==> config.mk <==
export PLATFORM = sky130hd
export DESIGN_NAME = local_node
export DESIGN_NICKNAME = d
export VERILOG_FILES = /design/src/rtl/local_node.sv
export SDC_FILE = /design/constraint.sdc
export NUM_CORES = 1
export LEC_CHECK = 0
export CORE_MARGIN = 3
export CORE_UTILIZATION = 59
export CTS_CLUSTER_SIZE = 28
export DETAILED_ROUTE_END_ITERATION = 16
export PLACE_DENSITY = 0.95
export SETUP_SLACK_MARGIN = 0.15
export SYNTH_ARGS = -nofsm -noshare
export SYNTH_HDL_FRONTEND = slang
export SYNTH_SLANG_ARGS = --single-unit
==> constraint.sdc <==
create_clock -name clk -period 5.7 [get_ports clk]
set_input_delay 1.14 -clock clk [delete_from_list [all_inputs] [get_ports clk]]
set_output_delay 1.14 -clock clk [all_outputs]
set_load 0.005 [all_outputs]
==> src/rtl/local_node.sv <==
`default_nettype none
// ============================================================================
// local_node : router local-port endpoint; injects LFSR-addressed serial frames
//              and sinks/checks frames addressed to NODE_ID.
// Revision   : 1.0
// ============================================================================
module local_node #(
  parameter int         NODE_ID = 0,
  parameter int         SIZE    = 8,
  parameter int         ID_BITS = 4,
  parameter int         GAP     = 16,
  parameter logic [7:0] SEED    = 8'hA5
) (
  input  logic            clk,
  input  logic            reset,
  input  logic            enable,
  output logic            tx_data,
  input  logic            tx_busy,
  input  logic            rx_data,
  output logic            rx_busy,
  output logic [15:0]     sent_count,
  output logic [15:0]     recv_count,
  output logic [15:0]     err_count,
  output logic [SIZE-1:0] last_item
);

  localparam int                 c_seq_w    = SIZE - ID_BITS;
  localparam int                 c_gap_w    = (GAP > 1) ? $clog2(GAP) : 1;
  localparam int                 c_bit_w    = (SIZE > 1) ? $clog2(SIZE) : 1;
  localparam logic [ID_BITS-1:0] c_node_id  = ID_BITS'(NODE_ID);
  localparam logic [c_gap_w-1:0] c_gap_last = c_gap_w'(GAP - 1);
  localparam logic [c_bit_w-1:0] c_bit_last = c_bit_w'(SIZE - 1);

  typedef enum logic [1:0] {T_GAP, T_ARM, T_START, T_DATA} tx_state_t;
  typedef enum logic [1:0] {R_IDLE, R_DATA, R_CHECK}       rx_state_t;

  // ---------------------------------------------------------------- TX path
  tx_state_t           r_tx_state;
  tx_state_t           w_tx_next;
  logic [c_gap_w-1:0]  r_gap_cnt;
  logic [c_bit_w-1:0]  r_tx_bit;
  logic [SIZE-1:0]     r_tx_shift;
  logic                r_tx_data;
  logic [c_seq_w-1:0]  r_seq;
  logic [7:0]          r_lfsr;
  logic [15:0]         r_sent;

  logic                w_gap_done;
  logic                w_tx_load;
  logic                w_tx_done;
  logic [ID_BITS-1:0]  w_dest;
  logic [SIZE-1:0]     w_item;
  logic [7:0]          w_lfsr_next;

  assign w_gap_done  = (r_gap_cnt == c_gap_last);
  assign w_lfsr_next = {r_lfsr[6:0], r_lfsr[7] ^ r_lfsr[5] ^ r_lfsr[4] ^ r_lfsr[3]};
  // Never address ourselves: bump the destination by one when the LFSR lands on NODE_ID.
  assign w_dest      = (r_lfsr[ID_BITS-1:0] == c_node_id) ? c_node_id + ID_BITS'(1)
                                                          : r_lfsr[ID_BITS-1:0];
  assign w_item      = {r_seq, w_dest};

  always_comb begin
    w_tx_next = r_tx_state;
    w_tx_load = 1'b0;
    w_tx_done = 1'b0;
    case (r_tx_state)
      T_GAP:   if (w_gap_done) w_tx_next = T_ARM;
      T_ARM: begin
        if (enable && !tx_busy) begin
          w_tx_next = T_START;
          w_tx_load = 1'b1;
        end
      end
      T_START: w_tx_next = T_DATA;
      T_DATA: begin
        if (r_tx_bit == c_bit_last) begin
          w_tx_next = T_GAP;
          w_tx_done = 1'b1;
        end
      end
      default: w_tx_next = T_GAP;
    endcase
  end

  always_ff @(posedge clk) begin
    if (!reset) begin
      r_tx_state <= T_GAP;
      r_gap_cnt  <= '0;
      r_tx_bit   <= '0;
      r_tx_shift <= '0;
      r_tx_data  <= 1'b0;
      r_seq      <= '0;
      r_lfsr     <= SEED;
      r_sent     <= '0;
    end else begin
      r_tx_state <= w_tx_next;
      r_gap_cnt  <= (r_tx_state == T_GAP && !w_gap_done) ? r_gap_cnt + c_gap_w'(1) : '0;

      // Line carries the start bit after the load edge, then one data bit per edge.
      if (w_tx_load) begin
        r_tx_shift <= w_item;
        r_tx_data  <= 1'b1;
      end else if (r_tx_state == T_START || (r_tx_state == T_DATA && !w_tx_done)) begin
        r_tx_data  <= r_tx_shift[0];
        r_tx_shift <= r_tx_shift >> 1;
      end else begin
        r_tx_data  <= 1'b0;
      end

      if (r_tx_state == T_START) begin
        r_tx_bit <= '0;
      end else if (r_tx_state == T_DATA && !w_tx_done) begin
        r_tx_bit <= r_tx_bit + c_bit_w'(1);
      end

      if (w_tx_done) begin
        r_seq  <= r_seq + c_seq_w'(1);
        r_lfsr <= w_lfsr_next;
        if (r_sent != 16'hFFFF) r_sent <= r_sent + 16'd1;
      end
    end
  end

  // ---------------------------------------------------------------- RX path
  rx_state_t           r_rx_state;
  rx_state_t           w_rx_next;
  logic [c_bit_w-1:0]  r_rx_bit;
  logic [SIZE-1:0]     r_rx_shift;
  logic [SIZE-1:0]     r_last;
  logic [15:0]         r_recv;
  logic [15:0]         r_err;
  logic                w_rx_check;

  always_comb begin
    w_rx_next  = r_rx_state;
    w_rx_check = 1'b0;
    case (r_rx_state)
      R_IDLE:  if (rx_data) w_rx_next = R_DATA;
      R_DATA:  if (r_rx_bit == c_bit_last) w_rx_next = R_CHECK;
      R_CHECK: begin
        w_rx_next  = R_IDLE;
        w_rx_check = 1'b1;
      end
      default: w_rx_next = R_IDLE;
    endcase
  end

  always_ff @(posedge clk) begin
    if (!reset) begin
      r_rx_state <= R_IDLE;
      r_rx_bit   <= '0;
      r_rx_shift <= '0;
      r_last     <= '0;
      r_recv     <= '0;
      r_err      <= '0;
    end else begin
      r_rx_state <= w_rx_next;

      // LSB arrives first, so shift in at the top and let it walk down.
      if (r_rx_state == R_DATA) begin
        r_rx_shift <= {rx_data, r_rx_shift[SIZE-1:1]};
        r_rx_bit   <= r_rx_bit + c_bit_w'(1);
      end else begin
        r_rx_bit   <= '0;
      end

      if (w_rx_check) begin
        r_last <= r_rx_shift;
        if (r_recv != 16'hFFFF) r_recv <= r_recv + 16'd1;
        if (r_rx_shift[ID_BITS-1:0] != c_node_id && r_err != 16'hFFFF) r_err <= r_err + 16'd1;
      end
    end
  end

  assign tx_data    = r_tx_data;
  assign rx_busy    = (r_rx_state != R_IDLE);
  assign sent_count = r_sent;
  assign recv_count = r_recv;
  assign err_count  = r_err;
  assign last_item  = r_last;

endmodule
`default_nettype wire
== Yosys cells after proc, flatten, opt, wreduce, memory -nomap -nowiden ==
Index checks and enable logic that the tools add are counted.
Word-level totals
  register bits: 99
  logic and storage cells: 80
  input bits: 5
  output and inout port bits: 58
Cells by class
  reduce and logical (&&, ||, !) cells: 22
  muxes and demuxes: 17
  add/sub/neg operators: 7
  bitwise operators: 4
  eq/ne operators: 16
Operators by type and width (number)
  $add 16x1->16 const B: 3
  $ne 16x16->1 const B: 3
  $mux 8: 2
  $reduce_and 2->1: 6
  $mux 2: 5
  $ne 2x2->1 const B: 5
  $add 4x1->4 const B: 2
  $pmux 2 s4: 1
  $mux 1: 7
  $add 3x1->3 const B: 2
  $eq 2x2->1 const B: 3
  $eq 3x3->1 const B: 2
  $eq 2x1->1 const B: 2
  $eq 4x4->1 const B: 1
  $logic_and 1x1->1: 4
  $logic_not 2->1: 2
  $logic_not 4->1: 1
  $mux 4: 1
  $pmux 2 s2: 1
  $reduce_bool 2->1: 2
  $reduce_bool 4->1: 1
  $logic_not 1->1: 3
  $reduce_and 3->1: 1
  $xor 1x1->1: 3
  other kinds (3): 3

== Longest topological paths before layout ==
Gate-level depths: netlist (run 1).
  word-level depth: 8
  mapped depth: 8
  gate-level depth less buffers: 6

== Least setup slack after synthesis (run 1) ==
No wires, ideal clock.
  path type: input-to-reg
  start point: input enable
  end point: register r_tx_shift[0]
  buffers on the path: 1
  stages on the path: 5
  setup slack: 3525 ps
  library setup time: 132 ps
  arrival: 2042 ps
  path through: and3b_1 > or3_1 > clkbuf_1 > o211ai_1 > a21oi_1
Between the ends
  cells in the longest elaborated chain, start to end: 4
Ends and longest elaborated chain
  from (decl): line 16  | input logic enable,
  $logic_and 1x1->1 *: line 69  | if (enable && !tx_busy) begin
  $mux 1 *: line 69
  $mux 1 *: line 66  | case (r_tx_state)
  $mux 8 or $reduce_bool 2->1 (tied branches)
  to (signal assigned): line 101  | r_tx_shift <= w_item;
  to (signal assigned): line 105  | r_tx_shift <= r_tx_shift >> 1;
  to (decl): line 42  | logic [SIZE-1:0] r_tx_shift;
Mark *: on every way between the ends. The rest lies on a longest branch, timed or not.
A chain may end at the register's enable or synchronous reset.

== Final worst setup path (run 1) ==
  start point: input reset
  end point: register r_rx_state[0]
RTL lines
  from (decl): line 15  | input logic reset,
  to (signal assigned): line 157  | r_rx_state <= w_rx_next;
  to (decl): line 125  | rx_state_t r_rx_state;
No word-level cell between the ends.

==> flow_summary_export.csv, run 1 <==
group,metric,value,unit
run_status,outcome,"finished, final reports clean",
timing,layout_min_cycle_time,2.938,ns
die,fp.coreArea,7292,µm²
timing,drv_slew,0,
critical_path,worstPathCellList,"clkdlybuf4s50_1 > buf_4 > inv_2 > buf_4 > a2111oi_0",
synth,ys.flop_type,"dfxtp_1",
critical_path,crit_required,5.91,ns
clock_network,htree_levels,3,
timing,finalSetupTns,0,ns
timing,hold_viol,0,
hold_path,whs_path_depth,1,
global_route,grt_pass1_vias,3922,
place,gp_congestion,0.8257,
pwr,max-vdd-ir-drop,272.6,µV
clock_network,clockBufferDepth,2,
global_route,grt_pass1_wl,17060,µm
timing,worstMarginPinSlew,1.390,ns
clock_network,cts_root_buffer,"clkbuf_8",
clock_network,clk_pin_slew,0.10,ns
place,placed_cells,663,
detailed_routing,vias,4115,
clock_network,cts_setup_buffers,0,
die,die_w,93.15,µm
critical_path,max_stage_delay,0.54,ns
finish,final_cell_mix,"dfxtp_1, nand2_1, clkdlybuf4s50_1, a21oi_1, nor2_1",
synth,synth.avg_cell_area,8.486,µm²
die,rows,31,
die,pin_count,63,
critical_path,slowest_stage,"a2111oi_0",
clock_network,ctsResizeCount,0,
synth,syn_nets,547,
finish,layout.nets,594,
detailed_routing,drt-initial-drc-count,236,
detailed_routing,ant_nets,0,
timing,fin_crit_sh,51.55,%
global_route,grt_start_max_net_pins,48,
global_route,globalRouteTotalUtil,23.76,%
critical_path,path_max_fanout,47,
timing,fin_skew,0.008694,ns
clock_network,worstSkewPairLatency,0.36,ns
clock_network,cts_tree,"yes",
global_route,antenna_found_initial,0,
detailed_routing,firstDrtPassIters,5,
global_route,overflow,0,
timing,setup_viol,0,
critical_path,crit_arrival,3.15,ns
finish,layout_commonest_cell,"dfxtp_1",
die,die_area,8676,µm²
synth,async_flop_share,0,%
pwr,power_leakage,1.707,nW
detailed_routing,wl,10100,µm
clock_network,cts.sinks,99,
timing,rsz0062_at_grt,"false",
synth,postSynthCellCount,528,
flow_run,maxCapViolCount,0,
synth,ys_seq_elements,99,
clock_network,hold_buffers,0,
place,io_buffers,62,
critical_path,cp-end-kind,"register",
synth,synth.distinct_cells,50,
finish,diodes,0,
synth,ys_seq_area_share,44.23,%
critical_path,critPathLaunchType,"input port",
critical_path,crit_top_cell,"buf_4",
finish,drive_gt1_share,4.655,%
synth,ys_warn_count,0,
synth,syn-cell-area,4481,µm²
finish,fin_cells,679,
pwr,powerDensity,242.0,nW/µm²
critical_path,worstSetupPathType,"input port to register",
place,hpwl,6815,µm
hold_path,hold_path_class,"register to register",
clock_network,cts_buffers,9,
timing,slew_headroom,6.595,%
critical_path,r2r_cells,5,
die,start_util,61.44,%
detailed_routing,via_per_inst,6.060,
synth,synth_edf_count,0,
finish,syn2layout_area_growth,19.27,%
timing,fmax,340.3,MHz
detailed_routing,route.detailed.drc,0,
finish,fillers,530,
detailed_routing,wl_per_cell,14.87,µm
die,die_h,93.15,µm
[where the power goes]
part | internal (W) | total (W) | leakage, nW | switching, W
combinational | 0.0000385 | 0.0000996 | 0.804 | 0.0000611
sequential | 0.000713 | 0.000728 | 0.799 | 0.0000151
clock | 0.000219 | 0.000466 | 0.104 | 0.000247
total | 0.000970 | 0.00129 | 1.71 | 0.000323
[worst max-delay path: cells and delay by family]
kind,cells,cell delay [ns]
AOI/OAI and AO/OA,1,0.54
buffers and inverters,4,1.44
[layer usage]
| layer | routed length [µm] | global-route usage, % |
|---|---|---|
| met1 | 4089 | 26.88 |
| met2 | 5304 | 43.91 |
| met3 | 552 | 5.471 |
| met4 | 153 | 7.570 |
| met5 | 0 | 0 |
[synthesized netlist by cell type, types with 2 or more instances]
cell | instances | area, µm²
nand4_1 | 12 | 75.07
and4_1 | 4 | 35.03
or2_2 | 3 | 18.77
o31a_1 | 4 | 35.03
nor2b_1 | 2 | 12.51
o41ai_1 | 5 | 43.79
xor2_1 | 3 | 26.28
and3_1 | 5 | 31.28
mux2i_1 | 10 | 100.1
or4_1 | 18 | 135.1
a21oi_1 | 51 | 255.2
buf_1 | 2 | 7.510
o21a_1 | 4 | 30.03
o21ai_0 | 12 | 60.06
inv_1 | 9 | 33.78
o31ai_1 | 17 | 127.6
o211ai_1 | 5 | 37.54
nor2_1 | 28 | 105.1
nand2_1 | 86 | 322.8
nor3_1 | 9 | 45.04
dfxtp_1 | 99 | 1982
ha_1 | 14 | 175.2
nand2b_1 | 11 | 68.82
a311oi_1 | 6 | 52.55
nor4b_1 | 2 | 17.52
or3_1 | 13 | 81.33
nand3_1 | 24 | 120.1
buf_2 | 4 | 20.02
xnor2_1 | 7 | 61.31
or4b_1 | 2 | 20.02
clkbuf_1 | 24 | 90.09
nor4_1 | 13 | 81.33
o311ai_0 | 3 | 26.28
[through the flow]
stage / total power (W) / hold WS [ns] / utilization, % / worst slack (ns) / cell area [µm²]
after floorplan: 0.0008180 / 0.4084 / - / 3.525 / 4481
after global placement: 0.0008329 / 0.4186 / 70.45 / 2.637 / 5137
after detailed placement: 0.0008436 / 0.4453 / 70.45 / 2.445 / 5137
after CTS: 0.001301 / 0.4589 / 73.28 / 2.826 / 5344
after global routing: 0.001350 / 0.4730 / 73.28 / 2.537 / 5344
final: 0.001293 / 0.4535 / 73.28 / 2.762 / 5344
[registers in the layout (all words and copies together), names as in the netlist]
register	cells
r_seq	4
last_item	8
r_tx_shift	8
r_lfsr	8
tx_data	1
r_tx_bit	3
r_gap_cnt	4
recv_count	16
sent_count	16
err_count	16
r_rx_bit	3
r_rx_shift	8
r_tx_state	2
r_rx_state	2
[cell type report]
cell class	count	area, µm²	area share (%)
inverters	10	37.54	0.7024
flip-flops and latches	99	1982	37.09
well taps	99	123.9	2.318
repair buffers	66	650.6	12.18
multi-input cells	389	2344	43.85
clock buffers	10	137.6	2.576
clock inverters	6	68.82	1.288
[final timing paths]
kind | end | slack, ns | start
max | r_rx_state[0]$_SDFFE_PN0P_ | 2.76 | reset
min | r_gap_cnt[0]$_SDFF_PN0_ | 0.45 | r_gap_cnt[0]$_SDFF_PN0_
max reg2reg | err_count[8]$_SDFFE_PN0P_ | 3.16 | err_count[0]$_SDFFE_PN0P_
min reg2reg | r_gap_cnt[0]$_SDFF_PN0_ | 0.45 | r_gap_cnt[0]$_SDFF_PN0_
[cells by family (layout without fill, tap and decap cells)]
logic type	Yosys count	in the layout	share of synthesized area (%)
adder cells (fa/ha/maj)	14	14	3.910
flip-flops	99	99	44.23
multiplexers	10	10	2.234
AO/OA/AOI/OAI	115	115	16.45
AND/OR/NAND/NOR	240	240	27.76
buffers and inverters	40	92	3.463
XOR/XNOR	10	10	1.955
Note: power is estimated with default switching activity, not from simulation.
==> inputs of run 2 (changes only) <==
Settings changed: CORE_UTILIZATION 59 to 54, PLACE_DENSITY 0.95 to 0.89.
Clock period 5.7 ns to 3 ns, I/O delays scaled along.
==> run 2 against run 1 <==
Compared with the run above:
- utilization shrank 4.3 points
- routed wire length shrank 2.0%
- clock skew grew 0.0021 ns
- non-clock buffer count grew 11
- via count grew 0.17%
- total power grew 94%
- first-iteration DRC count shrank 39%
- sequential cell count is the same
- critical path type is now register to register
- largest power group unchanged
- highest routed layer unchanged
==> flow_summary_export.csv, run 2 (same netlist as run 1, synthesis figures left out) <==
group,metric,value,unit
finish,drive_gt1_share,6.091,%
die,die_area,9426,µm²
pwr,clkPwrFrac,37.1,%
die,die_w,97.09,µm
timing,setup_viol,0,
detailed_routing,route.detailed.drc,0,
detailed_routing,wl,9895,µm
pwr,power_leakage,1.758,nW
timing,finalSetupTns,0,ns
clock_network,clk_pin_slew,0.09,ns
die,die_h,97.09,µm
global_route,antenna_found_initial,0,
hold_path,hold_path_class,"register to register",
die,pin_count,63,
die,rows,32,
finish,fillers,580,
critical_path,crit_required,3.28,ns
die,fp.coreArea,7888,µm²
pwr,internal_power,0.001905,W
pwr,p_sw_share,24.17,%
global_route,grt_pass1_wl,17370,µm
clock_network,clockBufferDepth,2,
detailed_routing,vias,4122,
flow_run,maxCapViolCount,0,
place,io_buffers,62,
timing,fin_crit_sh,71.21,%
clock_network,htree_levels,3,
clock_network,cts_buffers,9,
detailed_routing,via_per_inst,5.948,
detailed_routing,drt-initial-drc-count,143,
pwr,powerDensity,461.7,nW/µm²
finish,layout_commonest_cell,"dfxtp_1",
place,hpwl,6882,µm
finish,syn2layout_area_growth,21.42,%
finish,diodes,0,
detailed_routing,ant_nets,0,
clock_network,ctsResizeCount,0,
timing,fin_skew,0.01084,ns
timing,hold_viol,0,
global_route,overflow,0,
finish,final_core_util,68.97,%
pwr,p_switching,0.0006072,W
detailed_routing,wl_per_cell,14.28,µm
critical_path,path_max_fanout,25,
timing,slew_headroom,54.98,%
timing,worstMarginPinSlew,0.6711,ns
detailed_routing,firstDrtPassIters,4,
pwr,seqPwrFrac,55.1,%
timing,fmax,468.1,MHz
pwr,p_comb_share,7.8,%
timing,rsz0062_at_grt,"false",
clock_network,worstSkewPairLatency,0.36,ns
global_route,globalRouteTotalUtil,21.52,%
timing,drv_slew,0,
clock_network,cts_tree,"yes",
pwr,max-vdd-ir-drop,274.8,µV
clock_network,cts.sinks,99,
place,gp_congestion,0.7694,
global_route,grt_pass1_vias,3967,
finish,layout.nets,605,
critical_path,crit_arrival,2.42,ns
clock_network,cts_setup_buffers,0,
die,start_util,56.81,%
finish,final_cell_mix,"dfxtp_1, nand2_1, clkdlybuf4s50_1, a21oi_1, nor2_1",
critical_path,critPathLaunchType,"register",
timing,layout_min_cycle_time,2.136,ns
clock_network,hold_buffers,0,
run_status,outcome,"finished, final reports clean",
critical_path,cp-end-kind,"register",
clock_network,cts_root_buffer,"clkbuf_8",
critical_path,worstSetupPathType,"register to register",
global_route,grt_start_max_net_pins,39,
==> run 2: cell types whose count changed in the layout (fill, tap and decap cells not counted), sizes merged <==
| cell | previous run | this run |
|---|---|---|
| buf | 4 | 15 |
| clkinv | 1 | 2 |
| bufinv | 1 | 2 |
| clkinvlp | 1 | 2 |
| inv | 13 | 10 |
==> run 2: worst max-delay path: stages (launching register included) <==
cell,delay [ns]
dfxtp_1,0.47
nand2b_4,0.21
or4b_1,0.71
nor4b_1,0.47
mux2i_1,0.22
==> run 2: layout make-up <==
class	instances	area, µm²	share of cell area, %
Clock buffer	10	127.6	2.346
Clock inverter	6	88.84	1.633
Inverter	10	37.54	0.6900
Multi-Input combinational cell	389	2344	43.08
Sequential cell	99	1982	36.43
Tap cell	102	127.6	2.346
Timing Repair Buffer	77	733.2	13.48
==> run 2: through the flow <==
step                      hold WS (ns)  total power (W)  instances  area [µm²]  worst slack [ns]
after CTS                       0.4341         0.002535        693        5440            0.8676
after global routing            0.4676         0.002631        693        5440            0.7023
final                           0.4309         0.002512        693        5440            0.8638
after floorplan                 0.4084         0.001554        528        4481             1.082
after detailed placement        0.4215         0.001609        677        5224            0.6340
after global placement          0.4257         0.001589        677        5224            0.7649
==> run 2: worst paths after layout <==
check	cells after the start	startpoint	slack (ns)	endpoint
worst max-delay path	4	r_rx_state[1]$_SDFFE_PN0P_	0.86	err_count[11]$_SDFFE_PN0P_
worst min register to register	1	r_rx_bit[0]$_SDFF_PN0_	0.43	r_rx_bit[0]$_SDFF_PN0_
worst min-delay path	1	r_rx_bit[0]$_SDFF_PN0_	0.43	r_rx_bit[0]$_SDFF_PN0_
worst max register to register	4	r_rx_state[1]$_SDFFE_PN0P_	0.86	err_count[11]$_SDFFE_PN0P_
==> run 2: power groups by stage <==
stage	registers [W]	clock network (W)	logic, W
after floorplan	0.00141	0	0.000148
after global placement	0.00141	0	0.000178
after global routing	0.00139	0.00101	0.000232
after detailed placement	0.00141	0	0.000197
after CTS	0.00138	0.000955	0.000198
final	0.00138	0.000932	0.000196
==> run 2: layer usage <==
layer	share of wire [%]	track usage, %	up-vias	wire length [µm]
met3	5.4	4.666	21	537
li1	-	-	2045	-
met2	50	37.37	132	4949
met4	1.7	8.099	0	165
met1	43	26.03	1924	4243
met5	0	0	-	0
==> inputs of run 3 (changes only) <==
Settings changed: CORE_UTILIZATION 54 to 49, PLACE_DENSITY 0.89 to 0.86.
Clock period 3 ns to 1.8 ns, I/O delays scaled along.
==> run 3 against run 2 <==
Compared with the run above:
- the flow now finishes with violations (negative setup slack)
- clock power grew 81%
- utilization increased by 8.3 points
- critical endpoint is now recv_count[1]$_SDFFE_PN0P_
- global-route usage increased by 2.9 points
- count of clock-buffer cells in the layout grew 2
- largest cell class unchanged
==> flow_summary_export.csv, run 3 (same netlist as run 1, synthesis figures left out) <==
group,metric,value,unit
run_status,outcome,"complete, but fails checks",
run_status,violations,"negative setup slack",
die,die_w,101.6,µm
detailed_routing,wl_per_cell,19.02,µm
timing,layout_min_cycle_time,1.951,ns
critical_path,crit_cells,8,
critical_path,crit_arrival,2.22,ns
pwr,max-vdd-ir-drop,553.7,µV
timing,setup_viol,9,
finish,final_core_util,77.27,%
clock_network,clk_pin_slew,0.10,ns
global_route,busiest_layer,"met2",
critical_path,crit_required,2.07,ns
critical_path,crit_buf_inv,3,
critical_path,crit_top_cell,"buf_6",
finish,diodes,0,
global_route,overflow,0,
global_route,globalRouteTotalUtil,24.43,%
timing,rsz0062_at_grt,"true",
finish,layout_commonest_cell,"nand2_1",
timing,setup_ws,-0.1513,ns
global_route,grt_start_max_net_pins,25,
flow_run,maxCapViolCount,0,
clock_network,cts_root_buffer,"clkbuf_8",
die,die_area,10330,µm²
timing,worstMarginPinSlew,0.5667,ns
global_route,use_met2,44.52,%
global_route,grt_pass1_vias,4335,
finish,drive_gt1_share,36.49,%
detailed_routing,firstDrtPassIters,5,
die,fp.coreArea,8806,µm²
die,die_h,101.6,µm
finish,final_cell_mix,"nand2_1, buf_4, dfxtp_1, a21oi_1, clkdlybuf4s50_1",
place,gp_congestion,0.8180,
global_route,met1_usage,29.57,%
detailed_routing,ant_nets,0,
clock_network,worstSkewPairLatency,0.36,ns
critical_path,worstSetupPathType,"register to register",
die,rows,34,
critical_path,r2r_cells,8,
timing,finalSetupTns,-0.3746,ns
critical_path,critPathLaunchType,"register",
detailed_routing,wl,14720,µm
timing,hold_viol,0,
timing,slew_headroom,62.08,%
clock_network,cts.sinks,99,
critical_path,cp-end-kind,"register",
die,pin_count,63,
critical_path,worstPathCellList,"ha_4 > nand4_1 > buf_4 > nor4_4 > buf_6 > buf_6 > o211ai_1 > o31ai_1",
pwr,power,0.004413,W
timing,fmax,512.5,MHz
clock_network,hold_buffers,0,
critical_path,path_max_fanout,7,
global_route,grt_util_met3,4.270,%
place,hpwl,7718,µm
timing,fin_crit_sh,108.4,%
global_route,antenna_found_initial,0,
clock_network,cts_buffers,9,
clock_network,clockBufferDepth,2,
critical_path,max_stage_delay,0.39,ns
finish,layout.nets,680,
hold_path,whs_path_depth,1,
timing,drv_slew,0,
place,io_buffers,62,
timing,timing.hold.ws,0.4407,ns
global_route,grt_pass1_wl,20530,µm
clock_network,htree_levels,3,
critical_path,slowest_stage,"dfxtp_4",
detailed_routing,via_per_inst,6.205,
pwr,power_leakage,2.638,nW
finish,syn2layout_area_growth,51.86,%
detailed_routing,route.detailed.drc,0,
die,start_util,50.88,%
detailed_routing,drt-initial-drc-count,220,
pwr,powerDensity,648.5,nW/µm²
hold_path,hold_path_class,"register to register",
clock_network,cts_tree,"yes",
detailed_routing,vias,4803,
timing,fin_skew,0.005663,ns
critical_path,crit_family,"simple AND/OR/NAND/NOR gates",
## run 3: worst register-to-register path: cells and delay by family (launching register included)
kind                     cells  cell delay [ns]
AND/OR/NAND/NOR              2             0.57
flip-flops                   1             0.39
buffers and inverters        3             0.56
adder cells (fa/ha/maj)      1             0.13
AO/OA/AOI/OAI                2             0.22
## run 3: repair_timing
item	in CTS	in global routing
setup endpoints to repair	73	87
setup buffers	10	24
resized for setup	76	115
gates cloned	2	3
hold endpoints to repair	0	0
pin swaps	17	26
## run 3: worst paths after layout
| kind | endpoint | from | slack [ns] |
|---|---|---|---|
| max reg2reg | recv_count[1]$_SDFFE_PN0P_ | recv_count[1]$_SDFFE_PN0P_ | -0.15 |
| max | recv_count[1]$_SDFFE_PN0P_ | recv_count[1]$_SDFFE_PN0P_ | -0.15 |
| min | r_rx_bit[0]$_SDFF_PN0_ | r_rx_bit[0]$_SDFF_PN0_ | 0.44 |
| min reg2reg | r_rx_bit[0]$_SDFF_PN0_ | r_rx_bit[0]$_SDFF_PN0_ | 0.44 |
## run 3: where the power goes
group | leakage, nW | total (W) | internal, W | switching [W]
Clock | 0.121 | 0.00169 | 0.000903 | 0.000783
Combinational | 1.68 | 0.000464 | 0.000207 | 0.000257
Sequential | 0.834 | 0.00226 | 0.00222 | 0.0000427
## run 3: final cells by class
type / instances / area, µm²
clock inverter: 4 / 70.07
tap: 108 / 135.1
inverter: 10 / 40.04
fill: 545 / 2002
sequential: 99 / 2115
timing repair buffer: 150 / 1365
clock buffer: 12 / 166.4
multi-input combinational: 391 / 2913
## run 3: layer usage
layer | vias up | wire length, µm
met5 | - | 0
met4 | 0 | 556
met3 | 60 | 833
met2 | 215 | 7675
met1 | 2328 | 5657
li1 | 2200 | -
## run 3: per-stage QoR
stage,area [µm²],cells,setup WS (ns)
finish,6804,774,-0.1513
global route,6804,774,-0.1844
CTS,6185,747,0.03046
detailed placement,5697,719,-0.02366
global placement,5697,719,0.01549
floorplan,4678,528,-0.02421
==> RTL change 1: new RTL, settings of run 3 <==
Encoding of `tx_state_t`: now one-hot (4 bits for 4 states).
--- a/src/rtl/local_node.sv
+++ b/src/rtl/local_node.sv
@@ -32,5 +32,5 @@
   localparam logic [c_bit_w-1:0] c_bit_last = c_bit_w'(SIZE - 1);
 
-  typedef enum logic [1:0] {T_GAP, T_ARM, T_START, T_DATA} tx_state_t;
+  typedef enum logic [3:0] {T_GAP = 4'b0001, T_ARM = 4'b0010, T_START = 4'b0100, T_DATA = 4'b1000} tx_state_t;
   typedef enum logic [1:0] {R_IDLE, R_DATA, R_CHECK}       rx_state_t;
 
Behaviour: no difference found for any inputs over 10 cycles, from zero or initial values and one cycle with reset low; not proved beyond that.
==> RTL change 1 against run 3 <==
- the run still ends with setup timing left
- wire length rose by 5.3%
- synthesized cell count up 3.0%
- critical path depth decreased by 4
- clock skew up 0.015 ns
- final cell count increased by 4.4%
- design area is 0.83% higher
- combinational power up 25%
- power rose by 0.71%
- area after synthesis increased by 1.0%
- sequential cell count rose by 2
- setup slack lost 0.064 ns
- largest power group unchanged
==> RTL change 1: results <==
metrics = {
    "layout": {
        "nClkBuffers": 10,
        "nets": 709,
        "multi_input_cells": 410,
        "buffers": 165,
        "fillCellCount": 520,
        "multi_input_area_share_pct": 41.2,
        "syn_to_final_growth_pct": 51.5,
        "ff_latch_area_um2": 2160,
        "clkCellAreaFrac_pct": 3.10,
        "final_layout_size_suffix_gt1_share_pct": 35.1,
        "inv_count": 8,
    },
    "run_status": {
        "violations": "setup timing",
        "outcome": "complete, but fails checks",
    },
    "routing": {
        "dr.pass1.iters": 6,
        "vias": 5105,
        "routed_via_density": 6.32,
        "drt_wl_total_um": 15500,
    },
    "worst_setup_path": {
        "critical_path_arrival_ns": 2.31,
        "max_stage_delay_ns": 0.53,
        "reg2regPathDepth": 4,
    },
    "yosys": {
        "ys_seq_area_share_pct": 44.7,
        "synth_nets": 558,
        "ys_top_cells_by_count": "nand2_1, dfxtp_1, a21oi_1",
        "syn_inst": 544,
    },
    "placement": {
        "pre_cts_slack_ns": -0.143,
        "gp_congestion": 0.922,
        "dpl.hpwl_um": 8070,
    },
    "sta": {
        "setup_viol": 7,
        "skew_ns": 0.0208,
        "setup_ws_ns": -0.215,
        "finalSetupTns_ns": -0.771,
    },
    "cts": {
        "cts_sinks": 101,
    },
    "global_route": {
        "met1_usage_pct": 29.1,
        "grt_use_total_pct": 24.9,
        "grt_start_max_net_pins": 29,
        "grt.met2_usage_pct": 44.1,
        "first_global_vias": 4497,
        "use_met3_pct": 5.46,
    },
    "power": {
        "ir_drop_mv": 0.614,
        "internal-power_w": 0.00323,
        "leakagePower_nw": 2.92,
    },
}
==> RTL change 1: cell types whose count changed in the layout (fill, tap and decap cells not counted), sizes merged, moves of 4 or more <==
cell / before / now
clkdlybuf4s50: 34 / 26
a31oi: 0 / 7
nor4: 14 / 9
nor2: 28 / 17
nand4: 12 / 19
nand2: 86 / 104
nor3: 9 / 14
o21ai: 13 / 25
a311oi: 6 / 1
o21bai: 0 / 4
dlymetal6s2s: 14 / 22
o31a: 4 / 0
ha: 14 / 9
buf: 89 / 102
==> RTL change 1: worst paths after layout <==
check | start | end | slack (ns)
setup / recovery | r_tx_state[0] | sent_count[14] | -0.22
hold / removal | last_item[6] | last_item[6] | 0.46
setup reg to reg | r_tx_state[0] | sent_count[14] | -0.22
hold reg to reg | last_item[6] | last_item[6] | 0.46
==> RTL change 1: kinds of logic after synthesis <==
group                      after synthesis  share of synthesized area, %
muxes                                   11                          2.43
adders and majority gates                9                          2.49
buffers and inverters                   33                          2.76
DFF                                    101                          44.7
xor gates and xnor gates                 9                          1.74
and+or+nand+nor                        258                          29.4
AOI/OAI and AO/OA                      123                          16.6
==> RTL change 1: power groups by stage <==
stage	clock [W]	combinational (W)	sequential, W
floorplan	0	0.000216	0.00238
global placement	0	0.000360	0.00237
detailed placement	0	0.000384	0.00238
CTS	0.00156	0.000508	0.00231
global route	0.00168	0.000612	0.00231
finish	0.00156	0.000581	0.00231
==> RTL change 1: timing repair <==
action                     in CTS  in global routing
gates resized for setup       129                 94
pin swaps                      26                 31
cloned                          2                  1
buffers inserted               16                 30
setup endpoints to repair     111                101
==> RTL change 1: per-layer routing <==
metal | part of all wire, % | wire length [µm]
met1 | 37 | 5730
met2 | 51 | 7860
met3 | 6.7 | 1040
met4 | 5.7 | 881
met5 | 0 | 0
==> RTL change 2: new RTL, settings of run 3 <==
Made on the original files. `GAP`: 16 -> 32.
--- a/src/rtl/local_node.sv
+++ b/src/rtl/local_node.sv
@@ -9,5 +9,5 @@
   parameter int         SIZE    = 8,
   parameter int         ID_BITS = 4,
-  parameter int         GAP     = 16,
+  parameter int         GAP     = 32,
   parameter logic [7:0] SEED    = 8'hA5
 ) (
Behaviour: no difference found for any inputs over 10 cycles, from zero or initial values and one cycle with reset low; that may be too few to reach the edited logic, so the function may still have changed.
==> RTL change 2 against run 3 <==
- area after synthesis grew 0.61%
- utilization fell by 6.3 points
- design area is 7.6% lower
- sequential cell count grew 1
- via count fell by 12%
- power decreased by 4.4%
- hold slack got worse by 0.0048 ns
- setup slack improved by 0.25 ns
- wire length fell by 19%
- critical path type unchanged
- largest power group unchanged
==> RTL change 2: results <==
metrics = {
    "worst_setup_path": {
        "reg2regPathDepth": 7,
        "regToRegStartpoint": "recv_count[3]",
        "crit_fanout": 6,
        "max_stage_delay_ns": 0.43,
        "critical_path_arrival_ns": 1.96,
        "r2r-end": "recv_count[3]",
    },
    "power": {
        "internal-power_w": 0.00317,
        "power.total_w": 0.00422,
        "ir_drop_mv": 0.495,
        "comb_power_w": 0.000318,
    },
    "routing": {
        "met2WireLength_um": 6210,
        "wl_met1_um": 4870,
        "vias": 4212,
        "drtIter0Drc": 170,
        "routedWlPerCell_um": 16.0,
    },
    "sta": {
        "hold_slack_ns": 0.436,
        "skew_ns": 0.0214,
    },
    "yosys": {
        "ys_top_cells_by_count": "dfxtp_1, nand2_1, nor2_1",
        "synth_nets": 534,
        "synthXorXnorAreaFrac_pct": 8.35,
        "synthTopCellsByArea": "dfxtp_1, xnor2_1, nand2_1",
        "syn_inst": 514,
        "synth_adder_area_share_pct": 4.16,
        "synth_mux_area_share_pct": 0.666,
        "postSynthAreaPerCell_um2": 8.77,
        "synth_compound_area_share_pct": 10.3,
        "synth.distinct_cells": 51,
    },
    "layout": {
        "multi_input_cells": 385,
        "fillCellCount": 601,
        "buffers": 127,
        "final_layout_size_suffix_gt1_share_pct": 29.6,
        "buffer_area_share_pct": 18.1,
        "multi_input_area_share_pct": 42.1,
        "nets": 650,
        "clkCellAreaFrac_pct": 3.54,
    },
    "placement": {
        "placedCellCount": 694,
        "post_dp_cell_area_um2": 5430,
        "pre_cts_slack_ns": 0.0296,
        "gp_congestion": 0.824,
    },
    "global_route": {
        "grt.met2_usage_pct": 36.3,
        "met1_usage_pct": 24.2,
    },
    "cts": {
        "cts_sinks": 100,
    },
    "run_status": {
        "outcome": "completed",
    },
}
## RTL change 2: cell types whose count changed after synthesis, sizes merged, moves of 5 or more
cell | before | now
nor2 | 28 | 62
xnor2 | 7 | 40
o31ai | 17 | 0
or4 | 18 | 4
a21oi | 51 | 38
or3 | 13 | 4
nor3 | 9 | 17
mux2i | 10 | 3
nand2 | 86 | 79
nand2b | 12 | 5
a211oi | 1 | 7
and3 | 5 | 11
clkbuf | 24 | 19
## RTL change 2: cell families (layout without fill, tap and decap cells)
kind of cell | count (synthesis) | after routing
fa+ha+maj | 15 | 15
buf+inv | 29 | 150
xor+xnor | 43 | 43
flops | 100 | 100
simple gates | 248 | 248
mux | 3 | 3
compound gates | 76 | 76
## RTL change 2: repair_timing
action / 4_1_cts / 5_1_grt
endpoints found under the hold margin: 0 / 0
hold buffers: 0 / 0
pin swaps: 2 / 17
cloned: 0 / 1
buffers inserted: 3 / 29
gates resized for setup: 73 / 65
endpoints found under the setup margin: 68 / 78
